--- src/rtl/memory_bank.sv ---
// memory_bank: byte-strobed register-array memory with a valid/ready request
// port, one-cycle registered responses, address range checking and a
// self-timed bulk-clear sequencer that zeroes one word per cycle.
module memory_bank #(
    parameter int DATA_WIDTH = 32,
    parameter int DEPTH      = 16,
    parameter int ADDR_WIDTH = $clog2(DEPTH)
) (
    input  logic                    clk,
    input  logic                    reset_n,
    input  logic                    req_valid,
    output logic                    req_ready,
    input  logic                    req_write,
    input  logic [ADDR_WIDTH-1:0]   req_addr,
    input  logic [DATA_WIDTH/8-1:0] req_wstrb,
    input  logic [DATA_WIDTH-1:0]   req_wdata,
    output logic                    rsp_valid,
    output logic [DATA_WIDTH-1:0]   rsp_rdata,
    output logic                    rsp_error,
    input  logic                    clear_start,
    output logic                    busy
);

    localparam int NB = DATA_WIDTH / 8;
    localparam logic [ADDR_WIDTH-1:0] LAST_IDX  = ADDR_WIDTH'(DEPTH - 1);
    localparam logic [ADDR_WIDTH:0]   DEPTH_EXT = (ADDR_WIDTH + 1)'(DEPTH);

    typedef enum logic [0:0] {
        ST_IDLE  = 1'b0,
        ST_CLEAR = 1'b1
    } state_t;

    state_t                  r_state;
    state_t                  w_state_nxt;
    logic [ADDR_WIDTH-1:0]   r_clr_idx;
    logic [ADDR_WIDTH-1:0]   w_clr_idx_nxt;
    logic                    w_clr_en;

    logic [DATA_WIDTH-1:0]   r_mem [DEPTH];

    logic                    r_rsp_valid;
    logic [DATA_WIDTH-1:0]   r_rsp_rdata;
    logic                    r_rsp_error;

    logic                    w_accept;
    logic                    w_in_range;
    logic                    w_wr_en;
    logic [DATA_WIDTH-1:0]   w_rd_word;

    // clear_start wins over a same-cycle request, and nothing is accepted mid-clear
    assign req_ready  = reset_n && (r_state == ST_IDLE) && !clear_start;
    assign w_accept   = req_valid && req_ready;
    assign w_in_range = ({1'b0, req_addr} < DEPTH_EXT);
    assign w_wr_en    = w_accept && req_write && w_in_range;

    assign rsp_valid  = r_rsp_valid;
    assign rsp_rdata  = r_rsp_rdata;
    assign rsp_error  = r_rsp_error;
    assign busy       = (r_state == ST_CLEAR);

    // State register and clear-index counter
    always_ff @(posedge clk or negedge reset_n) begin
        if (!reset_n) begin
            r_state   <= ST_IDLE;
            r_clr_idx <= '0;
        end else begin
            r_state   <= w_state_nxt;
            r_clr_idx <= w_clr_idx_nxt;
        end
    end

    // Next-state logic: IDLE serves requests, CLEAR zeroes word clr_idx each cycle
    always_comb begin
        w_state_nxt   = r_state;
        w_clr_idx_nxt = r_clr_idx;
        w_clr_en      = 1'b0;
        case (r_state)
            ST_IDLE: begin
                if (clear_start) begin
                    w_state_nxt   = ST_CLEAR;
                    w_clr_idx_nxt = '0;
                end else begin
                    w_state_nxt   = ST_IDLE;
                end
            end
            ST_CLEAR: begin
                w_clr_en = 1'b1;
                if (r_clr_idx == LAST_IDX) begin
                    w_state_nxt   = ST_IDLE;
                    w_clr_idx_nxt = '0;
                end else begin
                    w_state_nxt   = ST_CLEAR;
                    w_clr_idx_nxt = r_clr_idx + ADDR_WIDTH'(1'b1);
                end
            end
            default: begin
                w_state_nxt   = ST_IDLE;
                w_clr_idx_nxt = '0;
            end
        endcase
    end

    // Read mux built as an AND-OR so out-of-range addresses never index the array
    always_comb begin
        w_rd_word = '0;
        for (int i = 0; i < DEPTH; i++) begin
            w_rd_word = w_rd_word
                      | ({DATA_WIDTH{req_addr == ADDR_WIDTH'(i)}} & r_mem[i]);
        end
    end

    // Storage: per-byte strobed writes in IDLE, whole-word zeroing during CLEAR
    always_ff @(posedge clk or negedge reset_n) begin
        if (!reset_n) begin
            for (int i = 0; i < DEPTH; i++) begin
                r_mem[i] <= '0;
            end
        end else begin
            for (int i = 0; i < DEPTH; i++) begin
                for (int b = 0; b < NB; b++) begin
                    if (w_clr_en && (r_clr_idx == ADDR_WIDTH'(i))) begin
                        r_mem[i][8*b +: 8] <= 8'h00;
                    end else if (w_wr_en && (req_addr == ADDR_WIDTH'(i)) && req_wstrb[b]) begin
                        r_mem[i][8*b +: 8] <= req_wdata[8*b +: 8];
                    end
                end
            end
        end
    end

    // Response registers: valid pulses for one cycle, data/error hold until the next response
    always_ff @(posedge clk or negedge reset_n) begin
        if (!reset_n) begin
            r_rsp_valid <= 1'b0;
            r_rsp_rdata <= '0;
            r_rsp_error <= 1'b0;
        end else begin
            r_rsp_valid <= w_accept;
            if (w_accept) begin
                r_rsp_error <= !w_in_range;
                r_rsp_rdata <= (!req_write && w_in_range) ? w_rd_word : '0;
            end
        end
    end

endmodule

--- config.mk ---
export PLATFORM = sky130hd
export DESIGN_NAME = memory_bank
export DESIGN_NICKNAME = d
export VERILOG_FILES = /design/src/rtl/memory_bank.sv
export SDC_FILE = /design/constraint.sdc
export NUM_CORES = 1
export LEC_CHECK = 0
export BUFFER_PORTS_ARGS = -buffer_cell sky130_fd_sc_hd__buf_4
export CORE_MARGIN = 10
export CORE_UTILIZATION = 45
export DETAILED_ROUTE_END_ITERATION = 10
export PLACE_DENSITY = 0.65
export SYNTH_ARGS = -nofsm -noshare
export SYNTH_HDL_FRONTEND = slang
export SYNTH_SLANG_ARGS = --single-unit
--- constraint.sdc ---
create_clock -name clk -period 2.05 [get_ports clk]
set_clock_uncertainty 0.2 [all_clocks]
set_input_delay 0.1025 -clock clk [delete_from_list [all_inputs] [get_ports clk]]
set_output_delay 0.1025 -clock clk [all_outputs]
set_load 0.01 [all_outputs]
==> flow_summary_export.csv <==
group,metric,value,unit
timing,rsz0062_at_grt,"yes",
clock_tree,clock-sinks,550,
layout,syn_to_final_growth,17.6,%
global_route,grt-ovfl-total,0,
timing,hold_viol_final,429,
yosys,ys_dominant_reg_cell,"dfrtp_1",
power,power.share.switching,0.335,
timing,maxSlewHeadroom,0.428,
placement,post-place-cells,3724,
setup_path,cp_slowest_cell,"buf_12",
outcome,outcome,"finished, violations left",
setup_path,critPathBufInv,2,
power,peakVddDrop,1080,uV
power,switchingPower,12.5,mW
power,p_int,24.8,mW
power,powerDensity,1160,mW/mm^2
global_route,grt_usage,0.252,
layout,drive_gt1_frac,0.137,
layout,finalInstanceArea,0.0322,mm^2
routing,dr_total_vias,23200,
yosys,syn_nets,3058,
placement,globalplace.congestion,0.872,
timing,timing.fmax,0.495,GHz
placement,portBuffers,79,
setup_path,setup.worst_path.start_class,"flop",
layout,fin_nets,3088,
layout,multiInputGateArea,0.0123,mm^2
global_route,grt_max_degree,147,
setup_path,worst_setup_path_end_kind,"flop",
routing,first_iter_violations,2566,
timing,worst_pin_slew,0.858,ns
flow_run,drv_cap,0,
outcome,violations,"hold timing",
setup_path,cp_top_family,"buffers and inverters",
clock_tree,cts_made_buffers,57,
routing,drc_errors,0,
layout,num-fill-cells,5318,
clock_tree,clk_pin_slew,0.06,ns
timing,setup_violations,0,
routing,wirelength,89900,um
floorplanning,rows,90,
yosys,yosysWarnings,0,
floorplanning,die_w,267,um
setup_path,crit_chain,"nand4bb_4 > buf_12 > nor4_4 > buf_12 > o21ai_0",
timing,fin_crit_sh,0.985,
clock_tree,clk_latency,0.61,ns
yosys,syn_inst,3009,
clock_tree,h-tree-depth,2,
timing,worst_slack,0.0308,ns
clock_tree,hold_buffers,38,
floorplanning,start_util,0.454,
floorplanning,fp.dieH,267,um
global_route,grt_first_pass_wirelength,140000,um
power,combPwrFrac,0.244,
global_route,first_global_vias,22800,
timing,whs,-0.531,ns
clock_tree,post_cts_buffers,0,
layout,stdcell_count,3865,
timing,maxSlewViolCount,0,
routing,via_per_inst,6.01,
yosys,syn-cell-area,0.0274,mm^2
placement,place_ws,-0.00393,ns
layout,regArea,0.0138,mm^2
routing,routedWlPerCell,23.3,um
power,seqPwrFrac,0.475,
clock_tree,clockRootBuffer,"clkbuf_16",
yosys,synth_area_per_cell,9.11,um^2
setup_path,cp_max_fo,64,
routing,first_pass_iters,6,
setup_path,crit_arrival,2.33,ns
power,p_total,37.3,mW
floorplanning,core_region_area,0.0604,mm^2
floorplanning,dieArea,0.0712,mm^2
hold_path,hold_path.class,"in -> async",
power,power_frac_clock,0.281,
setup_path,crit_top_cell,"buf_12",
timing,period_needed,2.02,ns
yosys,synth-edff-count,0,
global_route,antenna_found_initial,7,
clock_tree,cts_tree,"done",
placement,place_area,0.0300,mm^2
setup_path,setup.worst_path.class,"reg -> reg",
yosys,seq_area_frac_synth,0.502,
clock_tree,cts_buffer_depth,3,
yosys,synth.ff_latch_count,550,
yosys,synth_cell_type_count,40,
yosys,synthArstFlopShare,1.00,
routing,antenna_left,0,
power,leakage,13.1,nW
placement,dp_hpwl,58700,um
setup_path,cp_slowest_stage_delay,0.54,ns
setup_path,required,2.37,ns
floorplanning,pin_count,81,
## flip-flops by register name (all words and copies together), names as in the netlist
name / cells
r_mem: 512
rsp_valid: 1
rsp_rdata: 32
r_clr_idx: 4
busy: 1
## cells by family after synthesis
| kind of cell | count (synthesis) | synth area share |
|---|---|---|
| mux | 65 | 0.0237 |
| simple gates | 1185 | 0.214 |
| fa+ha+maj | 4 | 0.00183 |
| compound gates | 901 | 0.206 |
| buf+inv | 302 | 0.0522 |
| other cells | 1 | 0.000137 |
| xor+xnor | 1 | 0.000319 |
| flops | 550 | 0.502 |
## layout make-up
cell class	count	share of cell area
multi-input cells	2157	0.381
well taps	782	0.0303
clock inverters	18	0.00683
diodes	3	0.000233
inverters	8	0.00109
repair buffers	265	0.102
flip-flops and latches	550	0.427
clock buffers	82	0.0509
## cells in the mapped netlist, types with 15 or more instances
cell / number / share of area
a41oi_2: 17 / 0.010
o21ai_0: 371 / 0.068
a41oi_1: 15 / 0.0048
dfrtp_1: 550 / 0.50
o22a_1: 96 / 0.031
nor4_4: 64 / 0.050
o21ai_1: 144 / 0.026
nor2_1: 36 / 0.0049
o22ai_1: 32 / 0.0073
nand2_1: 1030 / 0.14
a22oi_1: 193 / 0.053
mux2i_1: 65 / 0.024
buf_2: 81 / 0.015
clkbuf_1: 154 / 0.021
a21oi_1: 32 / 0.0058
buf_4: 36 / 0.0099
## through the flow
step	TNS, ns	util	hold slack, ns
2_1_floorplan	0	-	-0.393
3_3_place_gp	0	0.497	0.109
3_5_place_dp	-0.00393	0.497	0.120
4_1_cts	0	0.534	-0.526
5_1_grt	-1.46	0.534	-0.487
6_report	0	0.534	-0.531
## timing repair
action / CTS / global route
resized for setup: 2 / 0
pin swaps: 0 / 2
hold endpoints to repair: 1014 / 429
endpoints found under the setup margin: 1 / 104
## cell usage in the layout, fill, tap and decap left out, types with 64 or more instances in the layout
master	synthesis	routed
nand2_1	1030	1030
dfrtp_1	550	550
o21ai_0	371	371
a22oi_1	193	193
o21ai_1	144	144
buf_4	36	130
buf_12	0	97
o22a_1	96	96
mux2i_1	65	65
nor4_4	64	64
## power by group through the flow
stage | Sequential [mW] | Clock, mW | Combinational, mW
2_1_floorplan | 17.0 | 0 | 5.72
3_3_place_gp | 17.6 | 0 | 8.58
3_5_place_dp | 17.8 | 0 | 9.01
4_1_cts | 17.6 | 10.6 | 9.10
5_1_grt | 18.1 | 11.1 | 10.2
6_report | 17.7 | 10.5 | 9.10
## final timing paths
kind,slack [ns],from,to,depth (start not counted)
min in group clk,0.06,req_addr[2],r_mem[32],6
setup reg to reg,0.03,busy,r_mem[143],5
setup / recovery,0.03,busy,r_mem[143],5
hold / removal,-0.53,reset_n,r_mem[311],2
max in group asynchronous,0.72,reset_n,r_mem[364],4
hold reg to reg,0.32,r_mem[382],r_mem[382],2
## worst register-to-register path, delay by kind of cell, from the launching register on
family / cells / cell delay (ns)
AND/OR/NAND/NOR: 2 / 0.37
flip-flops: 1 / 0.40
buffers and inverters: 2 / 0.72
AO/OA/AOI/OAI: 1 / 0.24
## layer usage
metal | global-route usage | part of all wire
met3 | 0.0457 | 0.083
met2 | 0.387 | 0.45
met4 | 0.0963 | 0.034
met1 | 0.350 | 0.43
met5 | 0 | 0.00010
(Power assumes the default switching activity.)
